--- src/rtl/bus_dma_pkg.sv ---
// -----------------------------------------------------------------------------
// bus_dma_pkg
// Shared constants for the bus-master copy engine: bus widths, the default
// word-count width and the 3-bit FSM state encoding.
// -----------------------------------------------------------------------------
package bus_dma_pkg;

  localparam int ADDR_W    = 8;
  localparam int DATA_W    = 32;
  localparam int LEN_W_DEF = 8;

  // FSM state encoding (plain constants so legacy tools can consume it)
  localparam logic [2:0] ST_IDLE    = 3'd0;
  localparam logic [2:0] ST_REQ     = 3'd1;
  localparam logic [2:0] ST_RD      = 3'd2;
  localparam logic [2:0] ST_RD_WAIT = 3'd3;
  localparam logic [2:0] ST_WR      = 3'd4;
  localparam logic [2:0] ST_DONE    = 3'd5;

endpackage

--- src/rtl/bus_dma_ctrl_addr_cnt.sv ---
// -----------------------------------------------------------------------------
// dma_addr_cnt
// Loadable incrementing word-address register. Used twice by bus_dma_ctrl,
// once for the source pointer and once for the destination pointer.
// Increments wrap modulo 2**ADDR_W.
// Ports:
//   clk        - system clock, rising edge
//   reset_n    - asynchronous active-low clear
//   load_i     - load load_val_i (has priority over inc_i)
//   load_val_i - value to load
//   inc_i      - advance the address by one word
//   cnt_o      - current address
// -----------------------------------------------------------------------------
module dma_addr_cnt
  import bus_dma_pkg::*;
(
  input  logic              clk,
  input  logic              reset_n,
  input  logic              load_i,
  input  logic [ADDR_W-1:0] load_val_i,
  input  logic              inc_i,
  output logic [ADDR_W-1:0] cnt_o
);

  logic [ADDR_W-1:0] cnt_q;
  logic [ADDR_W-1:0] cnt_d;

  // Next address: load wins over increment, otherwise hold.
  always_comb begin
    cnt_d = cnt_q;
    if (load_i) begin
      cnt_d = load_val_i;
    end else if (inc_i) begin
      cnt_d = cnt_q + ADDR_W'(1);
    end else begin
      cnt_d = cnt_q;
    end
  end

  // Address register with asynchronous clear.
  always_ff @(posedge clk or negedge reset_n) begin
    if (!reset_n) begin
      cnt_q <= '0;
    end else begin
      cnt_q <= cnt_d;
    end
  end

  assign cnt_o = cnt_q;

endmodule

--- src/rtl/bus_dma_ctrl.sv ---
// -----------------------------------------------------------------------------
// bus_dma_ctrl
// Bus-master copy engine. On an accepted start pulse it copies `length`
// 32-bit words from src_addr.. to dst_addr.. one word at a time: request the
// bus, read a word, wait RD_LAT cycles for the data, write it, repeat.
// Losing the grant mid-word discards that word and retries it after a new
// request. All outputs are registered.
// Ports:
//   clk, reset_n       - clock, asynchronous active-low reset
//   start              - launch pulse, accepted only in IDLE
//   src_addr, dst_addr - first source / destination word address
//   length             - number of words (0 completes with no bus activity)
//   M_req, M_wr        - bus request and write strobe (0 = read)
//   M_address, M_dout  - bus address and write data
//   M_grant, M_din     - arbiter grant and read data
//   busy, done         - transfer in progress, one-cycle completion pulse
// -----------------------------------------------------------------------------
module bus_dma_ctrl
  import bus_dma_pkg::*;
#(
  parameter int LEN_W  = LEN_W_DEF,
  parameter int RD_LAT = 1
) (
  input  logic              clk,
  input  logic              reset_n,
  input  logic              start,
  input  logic [ADDR_W-1:0] src_addr,
  input  logic [ADDR_W-1:0] dst_addr,
  input  logic [LEN_W-1:0]  length,
  output logic              M_req,
  output logic              M_wr,
  output logic [ADDR_W-1:0] M_address,
  output logic [DATA_W-1:0] M_dout,
  input  logic              M_grant,
  input  logic [DATA_W-1:0] M_din,
  output logic              busy,
  output logic              done
);

  localparam int WAIT_W = (RD_LAT > 1) ? $clog2(RD_LAT) : 1;

  logic [2:0]        state_q, state_d;
  logic [LEN_W-1:0]  count_q, count_d;
  logic [DATA_W-1:0] data_q, data_d;
  logic [WAIT_W-1:0] wait_q, wait_d;

  logic              load_s;
  logic              adv_s;
  logic [ADDR_W-1:0] src_s;
  logic [ADDR_W-1:0] dst_s;

  logic              req_q, req_d;
  logic              wr_q, wr_d;
  logic [ADDR_W-1:0] addr_q, addr_d;
  logic [DATA_W-1:0] dout_q, dout_d;
  logic              busy_q, busy_d;
  logic              done_q, done_d;

  dma_addr_cnt u_src_cnt (
    .clk        (clk),
    .reset_n    (reset_n),
    .load_i     (load_s),
    .load_val_i (src_addr),
    .inc_i      (adv_s),
    .cnt_o      (src_s)
  );

  dma_addr_cnt u_dst_cnt (
    .clk        (clk),
    .reset_n    (reset_n),
    .load_i     (load_s),
    .load_val_i (dst_addr),
    .inc_i      (adv_s),
    .cnt_o      (dst_s)
  );

  // FSM next state, word counter, read-latency counter and data capture.
  always_comb begin
    state_d = state_q;
    count_d = count_q;
    data_d  = data_q;
    wait_d  = wait_q;
    load_s  = 1'b0;
    adv_s   = 1'b0;
    case (state_q)
      ST_IDLE: begin
        if (start) begin
          if (length != '0) begin
            load_s  = 1'b1;
            count_d = length;
            state_d = ST_REQ;
          end else begin
            state_d = ST_DONE;
          end
        end else begin
          state_d = ST_IDLE;
        end
      end
      ST_REQ: begin
        if (M_grant) begin
          state_d = ST_RD;
        end else begin
          state_d = ST_REQ;
        end
      end
      ST_RD: begin
        if (!M_grant) begin
          state_d = ST_REQ;
        end else begin
          wait_d  = '0;
          state_d = ST_RD_WAIT;
        end
      end
      ST_RD_WAIT: begin
        if (!M_grant) begin
          state_d = ST_REQ;
        end else if (wait_q == WAIT_W'(RD_LAT - 1)) begin
          data_d  = M_din;
          state_d = ST_WR;
        end else begin
          wait_d  = wait_q + WAIT_W'(1);
        end
      end
      ST_WR: begin
        // Pointers and count only advance once the write has actually gone
        // out under grant; a lost grant retries the same word.
        if (!M_grant) begin
          state_d = ST_REQ;
        end else begin
          adv_s   = 1'b1;
          count_d = count_q - LEN_W'(1);
          if (count_q == LEN_W'(1)) begin
            state_d = ST_DONE;
          end else begin
            state_d = ST_RD;
          end
        end
      end
      ST_DONE: begin
        state_d = ST_IDLE;
      end
      default: begin
        state_d = ST_IDLE;
      end
    endcase
  end

  // Output values decoded from the state being entered, so they register
  // alongside it.
  always_comb begin
    req_d  = 1'b0;
    wr_d   = 1'b0;
    addr_d = addr_q;
    dout_d = dout_q;
    busy_d = 1'b0;
    done_d = 1'b0;
    case (state_d)
      ST_REQ, ST_RD_WAIT: begin
        req_d  = 1'b1;
        busy_d = 1'b1;
      end
      ST_RD: begin
        req_d  = 1'b1;
        busy_d = 1'b1;
        // Coming from WR the source pointer bumps on this same edge.
        if (state_q == ST_WR) begin
          addr_d = src_s + ADDR_W'(1);
        end else begin
          addr_d = src_s;
        end
      end
      ST_WR: begin
        req_d  = 1'b1;
        busy_d = 1'b1;
        wr_d   = 1'b1;
        addr_d = dst_s;
        dout_d = data_d;
      end
      ST_DONE: begin
        done_d = 1'b1;
      end
      default: begin
        req_d = 1'b0;
      end
    endcase
  end

  // State, counters and registered bus/host outputs.
  always_ff @(posedge clk or negedge reset_n) begin
    if (!reset_n) begin
      state_q <= ST_IDLE;
      count_q <= '0;
      data_q  <= '0;
      wait_q  <= '0;
      req_q   <= 1'b0;
      wr_q    <= 1'b0;
      addr_q  <= '0;
      dout_q  <= '0;
      busy_q  <= 1'b0;
      done_q  <= 1'b0;
    end else begin
      state_q <= state_d;
      count_q <= count_d;
      data_q  <= data_d;
      wait_q  <= wait_d;
      req_q   <= req_d;
      wr_q    <= wr_d;
      addr_q  <= addr_d;
      dout_q  <= dout_d;
      busy_q  <= busy_d;
      done_q  <= done_d;
    end
  end

  assign M_req     = req_q;
  assign M_wr      = wr_q;
  assign M_address = addr_q;
  assign M_dout    = dout_q;
  assign busy      = busy_q;
  assign done      = done_q;

endmodule

--- config.mk ---
export PLATFORM = sky130hd
export DESIGN_NAME = bus_dma_ctrl
export DESIGN_NICKNAME = d
export VERILOG_FILES = /design/src/rtl/bus_dma_pkg.sv /design/src/rtl/bus_dma_ctrl_addr_cnt.sv /design/src/rtl/bus_dma_ctrl.sv
export SDC_FILE = /design/constraint.sdc
export NUM_CORES = 1
export LEC_CHECK = 0
export CAP_MARGIN = 20
export CORE_MARGIN = 2
export CORE_UTILIZATION = 33
export DETAILED_ROUTE_END_ITERATION = 8
export DONT_BUFFER_PORTS = 1
export SYNTH_ARGS = -nofsm -noshare
export SYNTH_HDL_FRONTEND = slang
export SYNTH_SLANG_ARGS = --single-unit
--- constraint.sdc ---
create_clock -name clk -period 3.7 [get_ports clk]
set_input_delay 0.37 -clock clk [delete_from_list [all_inputs] [get_ports clk]]
set_output_delay 0.37 -clock clk [all_outputs]
set_load 0.01 [all_outputs]
**After elaboration in Yosys (flattened, before gate mapping)**

Index checks and enable logic that the tools add are counted.

- Add/subtract/negate cells: 4
- Equal/unequal tests: 15
- Muxes and demuxes: 34
- Reduce and logical (&&, ||, !) cells: 9

Operators with widths:

| kind | number |
|---|---|
| $mux W32 | 3 |
| $mux W8 | 8 |
| $pmux W8 S2 | 2 |
| $mux W3 | 6 |
| $add A8 B1 Y8 const B | 2 |
| $pmux W3 S5 | 1 |
| $eq A3 B2 Y1 const B | 4 |
| $mux W1 | 11 |
| $ne A2 B2 Y1 const B | 5 |
| $eq A3 B3 Y1 const B | 3 |
| $eq A8 B1 Y1 const B | 1 |
| $reduce_bool A2 Y1 | 4 |
| $reduce_bool A8 Y1 | 1 |
| $sub A8 B1 Y8 const B | 1 |
| $eq A3 B1 Y1 const B | 2 |
| $mux W2 | 2 |
| $reduce_and A4 Y1 | 1 |
| $reduce_or A4 Y1 | 1 |
| $logic_not A3 Y1 | 1 |
| $reduce_and A3 Y1 | 1 |
| $pmux W1 S2 | 1 |
| $add A1 B1 Y1 const B | 1 |

- Register bits: 103
- Bits of input ports: 60
- Output and inout bits: 44
- Word-level logic and storage cells: 73

**Logic depth before layout (Yosys ltp)**

- Depth in word-level cells: 7
- Gate-level depth with buffers: 7
- Mapped depth without buffers: 6

**Hierarchy**

From an unflattened synthesis, not the netlist that was laid out.

- Cell total of the unflattened synthesis: 390
- Area, all modules: 3485.8 um2

Modules (own cells, without submodules):

| module | instances | cells an instance | area each (um2) | sequential area each (um2) |
|---|---|---|---|---|
| bus_dma_ctrl | 1 | 292 | 2585.0 | 1351.3 |
| dma_addr_cnt | 2 | 49 | 450.4 | 200.2 |

**Worst setup path after synthesis**

OpenSTA, ideal clock, no wires.

- Path kind: in2reg
- Start: input port length[0]
- End: register u_src_cnt.cnt_q[4] (netlist: u_src_cnt.cnt_o[4])
- Library setup time: 0.123 ns
- Arrival time: 1.531 ns
- Required time: 3.577 ns
- Setup slack: 2.047 ns
- Stages: 5
- Path buffers: 1
- Cell sequence: nor4_1 -> a21bo_2 -> buf_2 -> mux2i_1 -> o221a_2

- Word-level cells in the longest chain between the ends: 5
- Elaborated cells between the ends (all ways): 6
- Classes of those cells: mux: 4; reduce/logical: 2

RTL lines:

| element | line | RTL |
|---|---|---|
| from (decl) | bus_dma_ctrl.sv:29 | `input logic [LEN_W-1:0] length,` |
| $reduce_bool A8 Y1 * | bus_dma_ctrl.sv:88 | `if (length != '0) begin` |
| $mux W1 * | bus_dma_ctrl.sv:88 |  |
| $mux W1 * | bus_dma_ctrl.sv:87 | `if (start) begin` |
| $mux W1 * | bus_dma_ctrl.sv:85 | `case (state_q)` |
| $mux W8 / $reduce_bool A2 Y1 (equally long branches) | - |  |
| to (signal assigned) | bus_dma_ctrl_addr_cnt.sv:45 | `cnt_q <= cnt_d;` |
| to (decl) | bus_dma_ctrl_addr_cnt.sv:25 | `logic [ADDR_W-1:0] cnt_q;` |

Mark *: on every way between the ends. The rest lies on a longest branch, timed or not.
A chain may end at the register's enable or synchronous reset.

**Final worst setup path**

- Start: register state_q[0]
- End: register u_dst_cnt.cnt_q[6] (netlist: u_dst_cnt.cnt_o[6])

- Word-level cells in the longest chain between the ends: 3
- Elaborated cells between the ends (all ways): 6
- Classes of those cells: eq/ne: 1; mux: 3; reduce/logical: 2

RTL lines:

| element | line | RTL |
|---|---|---|
| from (decl) | bus_dma_ctrl.sv:42 | `logic [2:0] state_q, state_d;` |
| from (signal assigned) | bus_dma_ctrl.sv:202 | `state_q <= state_d;` |
| $eq A3 B3 Y1 / $logic_not A3 Y1 (equally long branches) | bus_dma_ctrl.sv:85 |  |
| $mux W1 | bus_dma_ctrl.sv:85 |  |
| $reduce_bool A2 Y1 (no line) / $mux W8 (equally long branches) | - |  |
| to (signal assigned) | bus_dma_ctrl_addr_cnt.sv:45 |  |
| to (decl) | bus_dma_ctrl_addr_cnt.sv:25 |  |

Parallel ways exist; a longest one is shown, timed or not.

==> impl_metrics.py <==
metrics = {
    "yosys": {
        "netlist_area_mm2": 0.00351,
        "synthAdderAreaFrac": 0.0143,
        "yosysUniqueCellTypes": 53,
        "synth_compound_area_frac": 0.140,
        "ys_ff_latch": 70,
        "synth_ff_type": "dfrtp_1",
        "synth_top_family_by_area": "simple AND/OR/NAND/NOR gates",
        "syn_inst": 383,
        "synth-simple-area-share": 0.255,
        "syn-num-nets": 447,
        "synthArstFlopShare": 1.00,
        "synth_warnings": 0,
        "yosysSeqAreaShare": 0.499,
        "synth_xor_area_frac": 0.0325,
        "synth_area_per_cell_um2": 9.16,
        "yosys-mux-area-fraction": 0.00892,
        "synth_edf_count": 0,
    },
    "clock_network": {
        "numCtsBuffers": 9,
        "cts_resized": 0,
        "clockBufferDepth": 2,
        "cts-htree-levels": 3,
        "cts_tree": "done",
        "root_buffer": "clkbuf_8",
        "clock-sinks": 70,
        "insertion_delay_ns": 0.35,
        "clk_pin_slew_ns": 0.08,
    },
    "min_path": {
        "worstHoldPathCells": 2,
        "hold_path.class": "in2reg",
        "min_to": "M_dout[1]$_DFFE_PN0N_",
        "min_from": "M_din[1]",
    },
    "sta": {
        "final.setup.tns_ns": 0,
        "hold_viol_final": 0,
        "rsz0062_at_grt": "no",
        "fin_crit_ns": 2.13,
        "max_freq_ghz": 0.470,
        "worst_pin_slew_ns": 0.956,
        "setup_viol": 0,
        "finalClockSkew_ns": 0.0126,
        "slew_headroom": 0.362,
        "post-route-period-util": 0.575,
        "drv_slew": 0,
    },
    "placement": {
        "port_buffers": 0,
        "hpwl_mm": 6.03,
        "gp_congestion": 0.822,
        "placed_area_mm2": 0.00356,
    },
    "floorplan": {
        "core-area_mm2": 0.0103,
        "design.die.area_mm2": 0.0115,
        "io_pins": 104,
        "num_rows": 37,
        "die_h_um": 107,
        "initial_utilization": 0.340,
        "die_x_um": 107,
    },
    "layout": {
        "drive_gt1_frac": 0.106,
        "antenna_cells": 0,
        "final_nets": 438,
        "areaGrowthSynthToFinish_pct": 8.92,
        "design_area_mm2": 0.00382,
        "fill_cells": 1044,
    },
    "setup_path": {
        "crit_path_end_kind": "flip-flop",
        "cpMaxStageDelayCell": "nand4bb_1",
        "crit_chain": "nand4bb_1 > nor3_1 > nor3_1 > a211oi_2",
        "worstPathArrival_ns": 2.40,
        "cp.required_ns": 3.97,
        "timing.rr.end": "u_dst_cnt.cnt_o[6]$_DFFE_PN0P_",
        "critPathMaxFanout": 16,
        "critPathKind": "reg2reg",
        "crit_top_cell": "nor3_1",
        "reg2reg_from": "state_q[0]$_DFF_PN0_",
        "cp-start-kind": "flip-flop",
        "rrSetupSlack_ns": 1.57,
        "critPathMaxStageDelay_ns": 0.75,
        "r2r_cells": 4,
    },
    "power": {
        "power.net_switching_mw": 1.27,
        "pwr-share-seq": 0.503,
        "swShare": 0.402,
        "ir_drop_uv": 202,
        "power.density_mw_per_mm2": 830,
        "power.internal_mw": 1.90,
        "combPwrFrac": 0.280,
        "p_leak_nw": 1.71,
        "clock_power_share": 0.217,
    },
    "route": {
        "drt_iter0_drc": 223,
        "remaining_drc_errors": 0,
        "drt_pass1_iterations": 4,
        "wirelength_mm": 8.67,
        "ant_nets": 0,
        "vias": 2672,
        "post_drt_wl_per_cell_um": 16.8,
        "viasPerCell": 5.19,
    },
    "outcome": {
        "status": "complete, no violations",
    },
    "global_route": {
        "grt_pass1_wl_mm": 13.9,
        "grt_usage": 0.157,
        "grt_overflow": 0,
        "grt_max_degree": 71,
        "grt_antenna_before_repair": 0,
        "grt_pass1_vias": 2626,
    },
    "job": {
        "cap_violations": 0,
    },
}
==> metal layers <==
metal  GRT usage  share of wire  wire [um]  up-vias
met5           0              0          0        -
met4      0.0612          0.011         99        0
li1            -              -          -     1300
met3      0.0523          0.077        666        7
met2       0.242           0.47       4070       82
met1       0.203           0.44       3830     1283
==> stage by stage <==
stage | instances | hold WS [ns] | power, mW | worst slack (ns) | util
floorplan | 383 | 0.0744 | 2.25 | 2.05 | -
global placement | 497 | 0.0770 | 2.44 | 1.63 | 0.345
detailed placement | 497 | 0.0761 | 2.49 | 1.60 | 0.345
CTS | 515 | 0.0944 | 3.21 | 1.60 | 0.370
global route | 515 | 0.0997 | 3.42 | 1.38 | 0.370
finish | 515 | 0.115 | 3.17 | 1.57 | 0.370
==> cells by family (layout without fill, tap and decap cells) <==
kind of cell / Yosys count / in the layout
AND/OR/NAND/NOR: 193 / 193
flip-flops: 70 / 70
AO/OA/AOI/OAI: 64 / 64
buffers and inverters: 36 / 32
XOR/XNOR: 13 / 13
adder cells (fa/ha/maj): 4 / 4
multiplexers: 3 / 3
==> registers in the layout (all words and copies together), names as in the netlist <==
signal	cells
M_dout	32
M_address	8
count_q	8
u_dst_cnt.cnt_o	8
u_src_cnt.cnt_o	8
state_q	3
M_wr	1
busy	1
done	1
==> critical path, delay by kind of cell (launching register included) <==
| family | cells | cell delay (ns) |
|---|---|---|
| simple gates | 3 | 1.33 |
| flops | 1 | 0.52 |
| compound gates | 1 | 0.19 |
==> synthesized netlist by cell type, types with 3 or more instances <==
cell type  number  area (um2)
a221oi_1        4        35.0
nor4_1          6        37.5
buf_6           3        33.8
xnor2_1         7        61.3
nor2_1         15        56.3
buf_2          11        55.1
xor2_1          6        52.6
nand2_1       120         450
clkbuf_1        9        33.8
inv_1          12        45.0
o221a_2         3        33.8
dfrtp_1        70        1750
nand2b_1        3        18.8
o21ai_0        13        65.1
a22oi_1         4        30.0
o2bb2ai_1       4        35.0
nor3_1         15        75.1
o21ai_1         7        35.0
a21oi_1         5        25.0
a221o_1         6        60.1
nand3_1        13        65.1
o22ai_1         3        18.8
ha_1            4        50.1
nand4_1         4        25.0
==> worst max-delay path by stage <==
stage	from	to	slack [ns]	cells after the start
detailed placement	state_q[0]$_DFF_PN0_	u_dst_cnt.cnt_o[6]$_DFFE_PN0P_	1.60	4
global placement	state_q[0]$_DFF_PN0_	u_dst_cnt.cnt_o[6]$_DFFE_PN0P_	1.63	4
finish	state_q[0]$_DFF_PN0_	u_dst_cnt.cnt_o[6]$_DFFE_PN0P_	1.57	4
global route	state_q[2]$_DFF_PN0_	u_dst_cnt.cnt_o[6]$_DFFE_PN0P_	1.38	4
floorplan	length[0]	u_src_cnt.cnt_o[4]$_DFFE_PN0P_	2.05	5
CTS	state_q[0]$_DFF_PN0_	u_dst_cnt.cnt_o[6]$_DFFE_PN0P_	1.60	4
==> power by group through the flow <==
| stage | logic [mW] | clock network, mW | registers, mW |
|---|---|---|---|
| 6_report | 0.888 | 0.688 | 1.59 |
| 5_1_grt | 1.03 | 0.746 | 1.65 |
| 4_1_cts | 0.901 | 0.715 | 1.60 |
| 3_5_place_dp | 0.877 | 0 | 1.61 |
| 3_3_place_gp | 0.846 | 0 | 1.60 |
| 2_1_floorplan | 0.806 | 0 | 1.45 |
==> what timing repair did <==
action	4_1_cts	5_1_grt
endpoints found under the setup margin	0	0
hold buffers	2	0
hold endpoints to repair	70	0
setup buffers	0	0
==> cell usage in the layout (no fill, tap or decap), drive strengths merged, types with 4 or more instances in the layout <==
cell type,n
a22oi,4
nand4,4
a221o,6
nand3,13
clkinv,4
o2bb2ai,4
a21oi,7
clkbuf,9
ha,4
nand2,120
nor4,6
nor2,15
xnor2,7
inv,13
o21ai,21
a221oi,6
xor2,6
nor3,16
dfrtp,70
==> layout make-up <==
class / count / area, um2 / area share
Multi-Input combinational cell: 277 / 1580 / 0.414
Clock inverter: 7 / 96.3 / 0.0252
Clock buffer: 9 / 124 / 0.0324
Sequential cell: 70 / 1750 / 0.458
Inverter: 12 / 45.0 / 0.0118
Timing Repair Buffer: 4 / 52.6 / 0.0138
Tap cell: 136 / 170 / 0.0445
(Power assumes the default switching activity.)
